## config.mk

```make
export PLATFORM = sky130hd
export DESIGN_NAME = button_command_encoder
export DESIGN_NICKNAME = d
export VERILOG_FILES = /design/src/rtl/button_command_encoder_pkg.sv /design/src/rtl/btn_sync_stable.sv /design/src/rtl/button_command_encoder.sv
export SDC_FILE = /design/constraint.sdc
export NUM_CORES = 1
export LEC_CHECK = 0
export CORE_ASPECT_RATIO = 0.7
export CORE_MARGIN = 10
export CORE_UTILIZATION = 25
export CTS_BUF_LIST = sky130_fd_sc_hd__clkbuf_16
export DETAILED_ROUTE_END_ITERATION = 16
export PLACE_DENSITY = 0.42
export SLEW_MARGIN = 20
export SYNTH_ARGS = -nofsm -noshare
export SYNTH_HDL_FRONTEND = slang
export SYNTH_SLANG_ARGS = --single-unit
```

## constraint.sdc

```tcl
create_clock -name clk -period 5.3 [get_ports clk]
set_clock_uncertainty 0.2 [all_clocks]
set_input_delay 1.59 -clock clk [delete_from_list [all_inputs] [get_ports clk]]
set_output_delay 1.59 -clock clk [all_outputs]
set_load 0.1 [all_outputs]
```

## src/rtl/button_command_encoder_pkg.sv

```systemverilog
// Shared definitions for the button command encoder: default type code,
// FSM state encoding and the one-hot classifier used on the stable button vector.
package btn_cmd_defs;

   localparam logic [1:0] TYPE_CODE_DEF = 2'b10;

   typedef enum logic [1:0] {
      ST_IDLE   = 2'd0,
      ST_SETTLE = 2'd1,
      ST_HELD   = 2'd2,
      ST_REPEAT = 2'd3
   } state_e;

   // True when exactly one bit is set; callers zero-extend their vector to 32 bits.
   function automatic logic is_onehot(input logic [31:0] v);
      return (v != 32'd0) && ((v & (v - 32'd1)) == 32'd0);
   endfunction

endpackage

```

## src/rtl/btn_sync_stable.sv

```systemverilog
// Two-flop synchroniser, previous-value register and stable-count for an N-bit vector.
// Emits changed_o whenever the synced vector moves and stable_tick_o once it has held still.
module btn_sync_stable #(
   parameter int unsigned N            = 5,
   parameter int unsigned DEBOUNCE_CNT = 5000000
) (
   input  logic         clk_i,
   input  logic         rst_i,
   input  logic [N-1:0] din_i,
   output logic [N-1:0] stable_vec_o,
   output logic         stable_tick_o,
   output logic         changed_o
);

   localparam int unsigned CW = $clog2(DEBOUNCE_CNT) + 1;
   localparam logic [CW-1:0] CNT_LAST = CW'(DEBOUNCE_CNT - 1);

   logic [N-1:0]  sync1_q, sync2_q, prev_q;
   logic [CW-1:0] cnt_q, cnt_d;
   logic          armed_q;

   assign changed_o     = (sync2_q != prev_q);
   // A change in the same cycle as the terminal count wins: the count restarts.
   assign stable_tick_o = armed_q && !changed_o && (cnt_q == CNT_LAST);
   assign stable_vec_o  = prev_q;

   always_comb begin
      cnt_d = cnt_q;
      if (cnt_q != CNT_LAST) cnt_d = cnt_q + 1'b1;
   end

   always_ff @(posedge clk_i or posedge rst_i) begin
      if (rst_i) begin
         sync1_q <= '0;
         sync2_q <= '0;
         prev_q  <= '0;
         cnt_q   <= '0;
         armed_q <= 1'b0;
      end else begin
         sync1_q <= din_i;
         sync2_q <= sync1_q;
         if (changed_o) begin
            prev_q  <= sync2_q;
            cnt_q   <= '0;
            armed_q <= 1'b1;
         end else if (armed_q) begin
            if (stable_tick_o) armed_q <= 1'b0;
            else               cnt_q   <= cnt_d;
         end
      end
   end

endmodule

```

## src/rtl/button_command_encoder.sv

```systemverilog
// Debounced push-button to command-word encoder with valid/ready output,
// multi-press conflict detection and optional hold-to-repeat.
module button_command_encoder
   import btn_cmd_defs::*;
#(
   parameter int unsigned NUM_BTN       = 5,
   parameter int unsigned DEBOUNCE_CNT  = 5000000,
   parameter logic [1:0]  TYPE_CODE     = TYPE_CODE_DEF,
   parameter bit          REPEAT_EN     = 1'b0,
   parameter int unsigned REPEAT_DLY    = 50000000,
   parameter int unsigned REPEAT_PERIOD = 10000000
) (
   input  logic               clk,
   input  logic               rst,
   input  logic [NUM_BTN-1:0] btn,
   input  logic               cmd_ready,
   output logic               cmd_valid,
   output logic [NUM_BTN+2:0] cmd_data,
   output logic               conflict,
   output logic               dropped
);

   localparam int unsigned RMAX = (REPEAT_DLY > REPEAT_PERIOD) ? REPEAT_DLY : REPEAT_PERIOD;
   localparam int unsigned RW   = $clog2(RMAX) + 1;
   localparam logic [RW-1:0] R_DLY_LAST = RW'(REPEAT_DLY - 1);
   localparam logic [RW-1:0] R_PER_LAST = RW'(REPEAT_PERIOD - 1);

   logic [NUM_BTN-1:0] stable_vec;
   logic               stable_tick, changed;
   logic               vec_onehot, rep_fire, evt;
   logic [NUM_BTN+2:0] cmd_word_d;

   state_e             state_q;
   logic [RW-1:0]      rcnt_q, rcnt_d;
   logic               cmd_valid_q, conflict_q, dropped_q;
   logic [NUM_BTN+2:0] cmd_data_q;

   btn_sync_stable #(
      .N            (NUM_BTN),
      .DEBOUNCE_CNT (DEBOUNCE_CNT)
   ) u_sync (
      .clk_i         (clk),
      .rst_i         (rst),
      .din_i         (btn),
      .stable_vec_o  (stable_vec),
      .stable_tick_o (stable_tick),
      .changed_o     (changed)
   );

   always_comb begin
      vec_onehot = is_onehot(32'(stable_vec));
      rep_fire   = REPEAT_EN && !changed &&
                   (((state_q == ST_HELD)   && (rcnt_q == R_DLY_LAST)) ||
                    ((state_q == ST_REPEAT) && (rcnt_q == R_PER_LAST)));
      evt        = (stable_tick && vec_onehot) || rep_fire;
      cmd_word_d = {1'b0, stable_vec, TYPE_CODE};
      rcnt_d     = rcnt_q;
      if (rcnt_q != '1) rcnt_d = rcnt_q + 1'b1;
   end

   always_ff @(posedge clk or posedge rst) begin
      if (rst) begin
         state_q     <= ST_IDLE;
         rcnt_q      <= '0;
         cmd_valid_q <= 1'b0;
         cmd_data_q  <= '0;
         conflict_q  <= 1'b0;
         dropped_q   <= 1'b0;
      end else begin
         conflict_q <= 1'b0;
         dropped_q  <= 1'b0;

         if (changed) begin
            state_q <= ST_SETTLE;
            rcnt_q  <= '0;
         end else begin
            case (state_q)
               ST_SETTLE: if (stable_tick) begin
                  rcnt_q <= '0;
                  if (vec_onehot) begin
                     state_q <= ST_HELD;
                  end else begin
                     state_q <= ST_IDLE;
                     if (stable_vec != '0) conflict_q <= 1'b1;
                  end
               end
               ST_HELD: if (rep_fire) begin
                  rcnt_q  <= '0;
                  state_q <= ST_REPEAT;
               end else begin
                  rcnt_q <= rcnt_d;
               end
               ST_REPEAT: if (rep_fire) rcnt_q <= '0;
                          else          rcnt_q <= rcnt_d;
               default: ;
            endcase
         end

         // A new event in the accept cycle reloads the word instead of dropping it.
         if (evt) begin
            if (!cmd_valid_q || cmd_ready) begin
               cmd_valid_q <= 1'b1;
               cmd_data_q  <= cmd_word_d;
            end else begin
               dropped_q <= 1'b1;
            end
         end else if (cmd_ready) begin
            cmd_valid_q <= 1'b0;
         end
      end
   end

   assign cmd_valid = cmd_valid_q;
   assign cmd_data  = cmd_data_q;
   assign conflict  = conflict_q;
   assign dropped   = dropped_q;

endmodule

```

==> qor.csv, run 1 <==
stage,metric,value,unit
routing,vias per inst,4.45,
grt,vias in the first global route,1571,
grt,sum of overflow across all layers after global routing,0,
finish,area used by sequential logic in the layout,1280,µm²
routing,remaining routing DRC violations,0,
place,post-detailed-placement cell area,2670,µm²
floorplan,Core Rows,29,
cts,number of buffers added to fix hold violations after cts,0,
setup_path,maximum fanout count along the critical path,2,
routing,iteration-0 DRC count of the detailed router,106,
routing,residual antenna-violating net count after detailed routing,0,
cts,TritonCTS clock tree,built,
setup_path,flop-to-flop setup slack,2.80,ns
timing,post-layout min period,3.58,ns
cts,TritonCTS Buffers,5,
floorplan,Top-Level Pins,19,
cts,count of buffers added by post-CTS timing repair for setup,0,
setup_path,buffer and inverter count on the worst path,1,
routing,post-DR wirelength/cell,13.5,µm
routing,final WL,4790,µm
finish,number of antenna cells inserted,0,
setup_path,terminus of the critical flop-to-flop path,cmd_data[3]$_DFFE_PP0P_,
finish,"commonest non-fill, non-tap cell in the layout",sky130_fd_sc_hd__dfrtp_1,
routing,DR vias,1574,
logic_synthesis,post-synthesis cell type count,43,
finish,final net count,238,
logic_synthesis,most instantiated flip-flop cell in the synthesis netlist,sky130_fd_sc_hd__dfrtp_1,
floorplan,height of the chip,102,µm
status,run status,completed,
cts,clk_lat worst skew,0.30,ns
place,Routability Congestion,0.721,
power,static power due to leakage,0.00115,µW
grt,number of antenna violations at the first check in global routing,0,
setup_path,cells traversed along the worst timing path,clkdlybuf4s50_1,
finish,Fillers,974,
timing,sum of negative setup slack,0,ns
finish,synthesis-to-layout area growth,17.7,%
logic_synthesis,synthesized area per cell,11.1,µm²
cts,number of cells upsized or downsized after cts,0,
flow_run,max_cap viols,0,
worst_hold_path,startpoint of the worst hold path,u_sync.sync1_q[1]$_DFF_PP0_,
worst_hold_path,hold-critical path endpoint,u_sync.sync2_q[1]$_DFF_PP0_,
worst_hold_path,path type of the worst min-delay path,register to register,
logic_synthesis,number of instances in the synthesized netlist,216,
cts,Clock transition at path regs,0.07,ns
setup_path,Startpoint Class,register,
setup_path,data arrival time of the critical path,1.79,ns
setup_path,"Req. time, crit path",3.51,ns
floorplan,Starting Density,26.0,%
logic_synthesis,cell area after technology mapping,2390,µm²
power,largest voltage drop on the vdd net,0.132,mV
routing,total iterations of the first detailed-routing run,4,
power,power density relative to cell area,271,nW/µm²
setup_path,slowest CP cell,sky130_fd_sc_hd__clkdlybuf4s50_1,
logic_synthesis,number of synthesis warnings,0,
logic_synthesis,#FFs+latches synth,51,
grt,global-route wire length before repair,8230,µm
timing,highest achievable clock rate,280,MHz
timing,unrepaired setup endpoints after global routing,no,
finish,Final Cell Area,2820,µm²
logic_synthesis,count of flip-flops with a built-in enable after synthesis,0,
timing,"Period Utilization, post-route",67.5,%
grt,GRT Total Usage,7.49,%
setup_path,kind of critical path,register to output pin,
finish,most frequent cells in the layout,"sky130_fd_sc_hd__dfrtp_1, sky130_fd_sc_hd__clkdlybuf4s50_1, sky130_fd_sc_hd__nor2_1",
setup_path,largest incremental delay on the critical path,1.14,ns
floorplan,area enclosed by the die boundary,14000,µm²
worst_hold_path,number of cells on the worst hold path,0,
setup_path,Crit path max-delay family,buffers and inverters,
setup_path,reg2reg start,u_sync.stable_vec_o[2]$_DFFE_PP0N_,
cts,CTS H-tree lvls,2,
timing,final setup vio count,0,
setup_path,cell count of the worst reg-to-reg path,5,
floorplan,die span in x,137,µm
timing,final max-slew violation count,0,
floorplan,Std-Cell Core Area,9220,µm²
cts,TritonCTS Sinks,51,
timing,Final Hold Violating Endpoints,0,
logic_synthesis,sequential cell area fraction in the yosys report,53.3,%
place,number of I/O port buffers,16,
cts,Root Buffer,sky130_fd_sc_hd__clkbuf_16,
cts,Max Buffers Root-to-Sink,2,
timing,actual slew at the worst max-slew pin,0.989,ns
grt,maximum number of pins on one net before global-route repair,31,
timing,max_slew headroom,33.9,%
setup_path,category of the worst setup path capture point,output pin,
finish,footprint of the multi-input gates,1040,µm²
place,post-DP HPWL,3380,µm
finish,end-of-flow core utilization,30.6,%
logic_synthesis,share of synthesized flip-flops with an asynchronous set or reset,100,%
finish,fraction of layout instances using a drive strength above 1,11.7,%
[synth_stat cells (2+ instances only)]
library cell                n  area, µm²
sky130_fd_sc_hd__a21o_1     2       15.0
sky130_fd_sc_hd__a21oi_1   13       65.1
sky130_fd_sc_hd__and2_1     2       12.5
sky130_fd_sc_hd__and3_1     3       18.8
sky130_fd_sc_hd__buf_4      4       30.0
sky130_fd_sc_hd__clkbuf_1   9       33.8
sky130_fd_sc_hd__dfrtp_1   51       1280
sky130_fd_sc_hd__inv_1      3       11.3
sky130_fd_sc_hd__mux2_4     5       75.1
sky130_fd_sc_hd__mux2i_1    2       20.0
sky130_fd_sc_hd__nand2_1   14       52.6
sky130_fd_sc_hd__nand2b_1   5       31.3
sky130_fd_sc_hd__nand3_1   14       70.1
sky130_fd_sc_hd__nand4_2    2       25.0
sky130_fd_sc_hd__nand4_4    2       42.5
sky130_fd_sc_hd__nor2_1    15       56.3
sky130_fd_sc_hd__nor3_1     2       10.0
sky130_fd_sc_hd__nor4b_1    3       26.3
sky130_fd_sc_hd__o211ai_1   6       45.0
sky130_fd_sc_hd__o21ai_0   11       55.1
sky130_fd_sc_hd__o31ai_1    2       15.0
sky130_fd_sc_hd__or3_1     11       68.8
sky130_fd_sc_hd__or4_1      4       30.0
sky130_fd_sc_hd__xnor2_1    5       43.8
sky130_fd_sc_hd__xor2_1     8       70.1
[routing by layer]
metal  GRT usage (%)  share of wire, %  vias to the layer above
met2            9.63                37                       20
li1                -                 -                      794
met5               0                 0                        -
met3            2.25               4.7                        7
met4            3.39               1.9                        0
met1            11.0                57                      753
[power breakdown]
part	switching, µW	internal (µW)
sequential	5.84	395
combinational	21.2	11.1
clock	153	177
total	180	583
[state kept, by name, indices dropped and copies added, names as in the netlist]
signal and count:
conflict 1, cmd_data 6, u_sync.armed_q 1, u_sync.cnt_q 24
state_q 2, dropped 1, u_sync.stable_vec_o 5, u_sync.sync2_q 5
u_sync.sync1_q 5, cmd_valid 1
[metrics by stage]
| step | hold WS [ns] | power, µW | instances | worst slack, ns |
|---|---|---|---|---|
| 2_1_floorplan | 0.131 | 432 | 217 | 2.28 |
| 3_3_place_gp | 0.131 | 443 | 346 | 2.04 |
| 3_5_place_dp | 0.135 | 442 | 346 | 2.03 |
| 4_1_cts | 0.151 | 775 | 354 | 1.70 |
| 5_1_grt | 0.159 | 797 | 354 | 1.67 |
| 6_report | 0.148 | 763 | 354 | 1.72 |
[kinds of logic after synthesis]
group | count (synthesis) | synth area share (%)
mux | 7 | 3.97
fa+ha+maj | 1 | 0.522
buf+inv | 17 | 3.34
simple gates | 86 | 23.8
flops | 51 | 53.3
other cells | 1 | 0.157
compound gates | 40 | 10.2
xor+xnor | 13 | 4.75
[layout make-up]
class	instances	share of cell area [%]
multi-input combinational	149	37.0
clock buffer	5	4.44
inverter	3	0.400
tap	124	5.51
sequential	51	45.3
timing repair buffer	19	6.48
clock inverter	3	0.888
[worst max-delay path by stage]
| stage | start | to | slack [ns] | cells after the start |
|---|---|---|---|---|
| 3_3_place_gp | cmd_data[6]$_DFFE_PP0P_ | cmd_data[6] | 2.04 | 1 |
| 4_1_cts | cmd_data[2]$_DFFE_PP0P_ | cmd_data[2] | 1.70 | 1 |
| 6_report | cmd_data[2]$_DFFE_PP0P_ | cmd_data[2] | 1.72 | 1 |
| 2_1_floorplan | rst | cmd_data[1]$_DFFE_PP0P_ | 2.28 | 1 |
| 5_1_grt | cmd_data[6]$_DFFE_PP0P_ | cmd_data[6] | 1.67 | 1 |
| 3_5_place_dp | cmd_data[2]$_DFFE_PP0P_ | cmd_data[2] | 2.03 | 1 |
Power figures use the tool's default switching activity.
==> inputs of run 2 (changes only) <==
==> constraint.sdc (replaced) <==
create_clock -name clk -period 3.5 [get_ports clk]
set_clock_uncertainty 0.2 [all_clocks]
set_input_delay 1.05 -clock clk [delete_from_list [all_inputs] [get_ports clk]]
set_output_delay 1.05 -clock clk [all_outputs]
set_load 0.1 [all_outputs]
==> run 2 against run 1 <==
Net effect: combinational power increased by 54%; die area unchanged; sequential power increased by 51%; flip-flop and latch count unchanged; highest routed layer unchanged; cell count increased by 0.28%; critical path type is now register to register; setup slack got worse by 0.65 ns; first-iteration DRC count increased by 10%; non-clock buffer count increased by 1.
==> qor.csv, run 2 (synthesis results as in run 1) <==
stage,metric,value,unit,change
timing,final setup vio count,0,,unchanged
routing,final WL,4800,µm,was 4790 µm
finish,area used by sequential logic in the layout,1280,µm²,unchanged
timing,highest achievable clock rate,411,MHz,
finish,"commonest non-fill, non-tap cell in the layout",sky130_fd_sc_hd__dfrtp_1,,unchanged
timing,max_slew headroom,42.8,%,was 33.9%
routing,residual antenna-violating net count after detailed routing,0,,unchanged
setup_path,terminus of the critical flop-to-flop path,u_sync.cnt_q[4]$_DFFE_PP0P_,,was cmd_data[3]$_DFFE_PP0P_
setup_path,startpoint of the most critical setup path,u_sync.cnt_q[13]$_DFFE_PP0P_,,was cmd_data[2]$_DFFE_PP0P_
finish,final net count,239,,was 238
routing,remaining routing DRC violations,0,,unchanged
routing,iteration-0 DRC count of the detailed router,117,,was 106
timing,Final Hold Violating Endpoints,0,,unchanged
place,Routability Congestion,0.705,,was 0.721
power,post-layout total power,1210,µW,was 763 µW
finish,number of antenna cells inserted,0,,unchanged
setup_path,cell count of the worst reg-to-reg path,5,,unchanged
grt,global-route wire length before repair,8500,µm,was 8230 µm
floorplan,Core Rows,29,,unchanged
finish,post-route non-filler standard cell count,355,,was 354
status,run status,completed,,unchanged
power,power density relative to cell area,431,nW/µm²,was 271 nW/µm²
routing,post-DR wirelength/cell,13.5,µm,about the same
finish,most frequent cells in the layout,"sky130_fd_sc_hd__dfrtp_1, sky130_fd_sc_hd__nor2_1, sky130_fd_sc_hd__nand2_1, sky130_fd_sc_hd__nand3_1",,"was sky130_fd_sc_hd__dfrtp_1, sky130_fd_sc_hd__clkdlybuf4s50_1, sky130_fd_sc_hd__nor2_1"
place,Placed Cells,347,,was 346
routing,total iterations of the first detailed-routing run,4,,unchanged
finish,fraction of layout instances using a drive strength above 1,16.0,%,was 11.7%
floorplan,die span in x,137,µm,unchanged
grt,maximum number of pins on one net before global-route repair,52,,was 31
cts,number of buffers added to fix hold violations after cts,0,,unchanged
setup_path,flop-to-flop setup slack,1.07,ns,was 2.80 ns
power,largest voltage drop on the vdd net,0.240,mV,was 0.132 mV
cts,TritonCTS Sinks,51,,unchanged
finish,"flip-flop count of the largest register, all copies and words added",24,,unchanged
grt,sum of overflow across all layers after global routing,0,,unchanged
cts,CTS H-tree lvls,2,,unchanged
timing,unrepaired setup endpoints after global routing,no,,unchanged
cts,number of cells upsized or downsized after cts,0,,unchanged
routing,vias per inst,4.56,,was 4.45
place,post-DP HPWL,3330,µm,was 3380 µm
setup_path,Startpoint Class,register,,unchanged
finish,end-of-flow core utilization,30.6,%,about the same
floorplan,area enclosed by the die boundary,14000,µm²,unchanged
timing,actual slew at the worst max-slew pin,0.853,ns,was 0.989 ns
setup_path,reg2reg start,u_sync.cnt_q[13]$_DFFE_PP0P_,,was u_sync.stable_vec_o[2]$_DFFE_PP0N_
routing,DR vias,1618,,"was 1,574"
timing,sum of negative setup slack,0,ns,unchanged
cts,count of buffers added by post-CTS timing repair for setup,0,,unchanged
grt,GRT Total Usage,7.56,%,was 7.49%
timing,final max-slew violation count,0,,unchanged
cts,Root Buffer,sky130_fd_sc_hd__clkbuf_16,,unchanged
setup_path,worst setup path endpoint,u_sync.cnt_q[4]$_DFFE_PP0P_,,was cmd_data[2]
finish,Fillers,974,,unchanged
timing,"Period Utilization, post-route",69.4,%,
cts,TritonCTS clock tree,built,,unchanged
place,number of I/O port buffers,16,,unchanged
worst_hold_path,path type of the worst min-delay path,register to register,,unchanged
cts,Max Buffers Root-to-Sink,2,,unchanged
cts,clk_lat worst skew,0.29,ns,was 0.30 ns
finish,footprint of the multi-input gates,1040,µm²,unchanged
setup_path,category of the worst setup path capture point,register,,was output pin
flow_run,max_cap viols,0,,unchanged
grt,number of antenna violations at the first check in global routing,0,,unchanged
grt,vias in the first global route,1633,,"was 1,571"
floorplan,height of the chip,102,µm,unchanged
timing,post-layout min period,2.43,ns,
power,static power due to leakage,0.00119,µW,was 0.00115 µW
setup_path,data arrival time of the critical path,2.45,ns,was 1.79 ns
floorplan,Top-Level Pins,19,,unchanged
floorplan,Starting Density,26.0,%,unchanged
cts,TritonCTS Buffers,5,,unchanged
setup_path,maximum fanout count along the critical path,13,,was 2
finish,register containing the most flip-flops in the final layout,u_sync.cnt_q,,unchanged
setup_path,"Req. time, crit path",3.52,ns,was 3.51 ns
cts,Clock transition at path regs,0.07,ns,about the same
floorplan,Std-Cell Core Area,9220,µm²,unchanged
setup_path,kind of critical path,register to register,,was register to output pin
finish,synthesis-to-layout area growth,17.8,%,was 17.7%
-- run 2: cell types whose count changed in the layout (fill, tap and decap cells not counted) --
cell | before | now
sky130_fd_sc_hd__buf_4 | 3 | 13
sky130_fd_sc_hd__clkinv_4 | 2 | 1
sky130_fd_sc_hd__clkinvlp_4 | 1 | 0
sky130_fd_sc_hd__bufinv_16 | 0 | 1
sky130_fd_sc_hd__clkdlybuf4s50_1 | 16 | 7
sky130_fd_sc_hd__clkinv_2 | 0 | 1
-- run 2: layout make-up --
cell class,count,area share [%]
repair buffers,20,5.94
clock inverters,3,1.55
clock buffers,5,4.43
multi-input cells,149,36.9
flip-flops and latches,51,45.2
inverters,3,0.399
well taps,124,5.50
-- run 2: worst min path at each step --
stage / start / to / slack [ns] / cells past startpoint
finish: u_sync.sync1_q[2]$_DFF_PP0_ / u_sync.sync2_q[2]$_DFF_PP0_ / 0.15 / 0
global route: u_sync.sync1_q[3]$_DFF_PP0_ / u_sync.sync2_q[3]$_DFF_PP0_ / 0.16 / 0
CTS: u_sync.sync1_q[2]$_DFF_PP0_ / u_sync.sync2_q[2]$_DFF_PP0_ / 0.15 / 0
detailed placement: u_sync.sync1_q[2]$_DFF_PP0_ / u_sync.sync2_q[2]$_DFF_PP0_ / 0.14 / 0
global placement: u_sync.sync1_q[2]$_DFF_PP0_ / u_sync.sync2_q[2]$_DFF_PP0_ / 0.13 / 0
floorplan: u_sync.sync1_q[0]$_DFF_PP0_ / u_sync.sync2_q[0]$_DFF_PP0_ / 0.13 / 0
-- run 2: per-layer routing --
metal  vias to the layer above  GRT usage [%]  routed length (µm)
li1                        794              -                   -
met1                       797           10.9                2630
met2                        21           10.4                1900
met3                         6           2.01                 187
met4                         0           2.91                  79
met5                         -              0                   0
-- run 2: critical path: stages (launching register included) --
cell and delay [ns]:
sky130_fd_sc_hd__dfrtp_1 0.44, sky130_fd_sc_hd__nor4b_1 0.30, sky130_fd_sc_hd__nand2_1 0.28, sky130_fd_sc_hd__o31ai_2 0.76
sky130_fd_sc_hd__o21ai_0 0.22, sky130_fd_sc_hd__a21oi_1 0.15
-- run 2: power breakdown --
| part | switching, µW | internal [µW] | leakage (µW) |
|---|---|---|---|
| clock | 221 | 337 | 0.0000838 |
| combinational | 32.6 | 17.3 | 0.000437 |
| sequential | 8.65 | 598 | 0.000667 |
| total | 262 | 953 | 0.00119 |
-- run 2: stage by stage --
step                      setup slack (ns)  hold WS [ns]  instance area [µm²]
after floorplan                       1.02         0.131                 2400
after global placement               0.943         0.133                 2650
after detailed placement             0.927         0.137                 2650
after CTS                             1.07         0.153                 2820
after global routing                 0.814         0.160                 2820
final                                 1.07         0.150                 2820
==> inputs of run 3 (changes only) <==
==> constraint.sdc (replaced) <==
create_clock -name clk -period 2.36 [get_ports clk]
set_clock_uncertainty 0.2 [all_clocks]
set_input_delay 0.708 -clock clk [delete_from_list [all_inputs] [get_ports clk]]
set_output_delay 0.708 -clock clk [all_outputs]
set_load 0.1 [all_outputs]
==> run 3 against run 2 <==
Net effect: die area unchanged; routed wire length increased by 3.7%; fmax rose by 11%; via count decreased by 1.2%; flip-flop and latch count did not move; critical endpoint is now cmd_data[3]$_DFFE_PP0P_; largest power group is now clock.
==> qor.csv, run 3 (synthesis results as in run 1) <==
stage,metric,value,unit,change
finish,register containing the most flip-flops in the final layout,u_sync.cnt_q,,unchanged
routing,total iterations of the first detailed-routing run,4,,unchanged
grt,sum of overflow across all layers after global routing,0,,unchanged
grt,maximum number of pins on one net before global-route repair,52,,unchanged
timing,post-layout min period,2.18,ns,was 2.43 ns
worst_hold_path,path type of the worst min-delay path,register to register,,unchanged
grt,vias in the first global route,1648,,"was 1,633"
cts,Clock transition at path regs,0.07,ns,about the same
finish,end-of-flow core utilization,33.2,%,was 30.6%
finish,synthesis-to-layout area growth,27.6,%,was 17.8%
timing,"Period Utilization, post-route",92.4,%,was 69.4%
setup_path,terminus of the critical flop-to-flop path,cmd_data[3]$_DFFE_PP0P_,,was u_sync.cnt_q[4]$_DFFE_PP0P_
status,run status,completed,,unchanged
flow_run,max_cap viols,0,,unchanged
setup_path,cell count of the worst reg-to-reg path,5,,unchanged
timing,highest achievable clock rate,458,MHz,was 411 MHz
setup_path,largest incremental delay on the critical path,0.45,ns,was 0.76 ns
power,Seq pwr share,47.3,%,was 50.0%
floorplan,Std-Cell Core Area,9220,µm²,unchanged
cts,CTS H-tree lvls,2,,unchanged
timing,worst path setup slack after routing,0.178,ns,was 1.07 ns
cts,TritonCTS clock tree,built,,unchanged
setup_path,flop-to-flop setup slack,0.18,ns,was 1.07 ns
routing,DR vias,1599,,"was 1,618"
cts,number of buffers added to fix hold violations after cts,0,,unchanged
setup_path,cells traversed along the worst timing path,"and4bb_1, nand3_4, nor3b_4, nand4_4, mux2_4",,"was nor4b_1, nand2_1, o31ai_2, o21ai_0, a21oi_1"
grt,number of antenna violations at the first check in global routing,0,,unchanged
routing,final WL,4970,µm,was 4800 µm
routing,iteration-0 DRC count of the detailed router,97,,was 117
finish,most frequent cells in the layout,"sky130_fd_sc_hd__dfrtp_1, sky130_fd_sc_hd__nor2_1, sky130_fd_sc_hd__buf_4",,"was sky130_fd_sc_hd__dfrtp_1, sky130_fd_sc_hd__nor2_1, sky130_fd_sc_hd__nand2_1, sky130_fd_sc_hd__nand3_1"
timing,final setup vio count,0,,unchanged
timing,max_slew headroom,60.7,%,was 42.8%
cts,TritonCTS Sinks,51,,unchanged
setup_path,category of the worst setup path capture point,register,,unchanged
place,number of I/O port buffers,16,,unchanged
routing,residual antenna-violating net count after detailed routing,0,,unchanged
power,Internal Power,1520,µW,was 953 µW
setup_path,Crit path max-delay family,simple AND/OR/NAND/NOR gates,,was compound AO/OA/AOI/OAI gates
place,Routability Congestion,0.715,,was 0.705
routing,post-DR wirelength/cell,13.6,µm,was 13.5 µm
cts,Max Buffers Root-to-Sink,2,,unchanged
floorplan,area enclosed by the die boundary,14000,µm²,unchanged
place,post-placement worst setup slack,0.117,ns,was 0.927 ns
worst_hold_path,number of cells on the worst hold path,0,,unchanged
power,Gate power share,4.1,%,about the same
cts,number of cells upsized or downsized after cts,0,,unchanged
place,post-detailed-placement cell area,2870,µm²,was 2650 µm²
grt,GRT Total Usage,7.58,%,was 7.56%
floorplan,Core Rows,29,,unchanged
floorplan,height of the chip,102,µm,unchanged
power,Switching Share,20.0,%,was 21.6%
finish,fraction of layout instances using a drive strength above 1,19.8,%,was 16.0%
finish,footprint of the multi-input gates,1040,µm²,unchanged
power,part of the power in the clock network,48.6,%,was 45.9%
floorplan,Starting Density,26.0,%,unchanged
finish,number of antenna cells inserted,0,,unchanged
floorplan,die span in x,137,µm,unchanged
power,static power due to leakage,0.00129,µW,was 0.00119 µW
finish,final net count,251,,was 239
setup_path,slowest CP cell,sky130_fd_sc_hd__dfrtp_1,,was sky130_fd_sc_hd__o31ai_2
cts,clk_lat worst skew,0.29,ns,about the same
timing,sum of negative setup slack,0,ns,unchanged
finish,area used by sequential logic in the layout,1280,µm²,unchanged
grt,global-route wire length before repair,8510,µm,was 8500 µm
timing,unrepaired setup endpoints after global routing,no,,unchanged
setup_path,Startpoint Class,register,,unchanged
power,power density relative to cell area,622,nW/µm²,was 431 nW/µm²
timing,Final Hold Violating Endpoints,0,,unchanged
routing,remaining routing DRC violations,0,,unchanged
cts,Root Buffer,sky130_fd_sc_hd__clkbuf_16,,unchanged
place,post-DP HPWL,3580,µm,was 3330 µm
routing,vias per inst,4.36,,was 4.56
setup_path,"Req. time, crit path",2.33,ns,was 3.52 ns
cts,TritonCTS Buffers,5,,unchanged
finish,Final Cell Area,3060,µm²,was 2820 µm²
finish,Fillers,927,,was 974
finish,"flip-flop count of the largest register, all copies and words added",24,,unchanged
power,switching power of the nets,381,µW,was 262 µW
worst_hold_path,hold-critical path endpoint,u_sync.sync2_q[0]$_DFF_PP0_,,was u_sync.sync2_q[2]$_DFF_PP0_
timing,final max-slew violation count,0,,unchanged
setup_path,buffer and inverter count on the worst path,0,,unchanged
power,largest voltage drop on the vdd net,0.439,mV,was 0.240 mV
setup_path,reg2reg start,u_sync.cnt_q[8]$_DFFE_PP0P_,,was u_sync.cnt_q[13]$_DFFE_PP0P_
setup_path,maximum fanout count along the critical path,7,,was 13
cts,count of buffers added by post-CTS timing repair for setup,0,,unchanged
finish,"commonest non-fill, non-tap cell in the layout",sky130_fd_sc_hd__dfrtp_1,,unchanged
setup_path,data arrival time of the critical path,2.16,ns,was 2.45 ns
floorplan,Top-Level Pins,19,,unchanged
worst_hold_path,startpoint of the worst hold path,u_sync.sync1_q[0]$_DFF_PP0_,,was u_sync.sync1_q[2]$_DFF_PP0_
timing,actual slew at the worst max-slew pin,0.584,ns,was 0.853 ns
setup_path,kind of critical path,register to register,,unchanged
-- run 3: changes by cell type in the layout (fill, tap and decap cells not counted) --
cell / delta
sky130_fd_sc_hd__buf_4: +2
sky130_fd_sc_hd__bufinv_16: +1
sky130_fd_sc_hd__clkinv_2: -1
sky130_fd_sc_hd__buf_12: +10
sky130_fd_sc_hd__inv_1: +1
sky130_fd_sc_hd__clkinv_4: -1
-- run 3: per-layer routing --
metal,wire length (µm),GRT usage (%)
met5,0,0
met2,1920,10.1
met4,61,2.67
met1,2790,11.3
met3,202,1.96
-- run 3: layout make-up --
class / count / share of cell area, %
Sequential cell: 51 / 41.8
Multi-Input combinational cell: 149 / 34.1
Timing Repair Buffer: 32 / 12.5
Tap cell: 124 / 5.08
Clock buffer: 5 / 4.09
Clock inverter: 3 / 2.09
Inverter: 3 / 0.368
-- run 3: worst reg2reg max path: cells and delay by family (launching register included) --
kind          cells  cell delay (ns)
flops             1             0.45
mux               1             0.36
simple gates      4             1.06
-- run 3: through the flow --
stage / hold WS [ns] / total power [µW] / std cells
after floorplan: 0.131 / 971 / 217
after global placement: 0.134 / 999 / 359
after detailed placement: 0.135 / 998 / 359
after CTS: 0.150 / 1930 / 367
after global routing: 0.154 / 1970 / 367
final: 0.148 / 1900 / 367
-- run 3: power groups by stage --
stage,clock network [µW],registers [µW],logic (µW)
finish,923,900,78.3
global route,976,902,88.4
CTS,947,900,81.1
detailed placement,0,918,80.9
global placement,0,917,81.6
floorplan,0,914,57.0
-- run 3: how the worst max path moves through the flow --
stage / cells past startpoint / to / slack [ns] / from
5_1_grt: 5 / cmd_data[3]$_DFFE_PP0P_ / 0.02 / u_sync.cnt_q[0]$_DFFE_PP0P_
3_5_place_dp: 4 / cmd_data[2]$_DFFE_PP0P_ / 0.12 / cmd_ready
4_1_cts: 5 / cmd_data[3]$_DFFE_PP0P_ / 0.17 / u_sync.cnt_q[8]$_DFFE_PP0P_
2_1_floorplan: 1 / cmd_data[1]$_DFFE_PP0P_ / 0.22 / rst
3_3_place_gp: 4 / cmd_data[3]$_DFFE_PP0P_ / 0.13 / cmd_ready
6_report: 5 / cmd_data[3]$_DFFE_PP0P_ / 0.18 / u_sync.cnt_q[8]$_DFFE_PP0P_
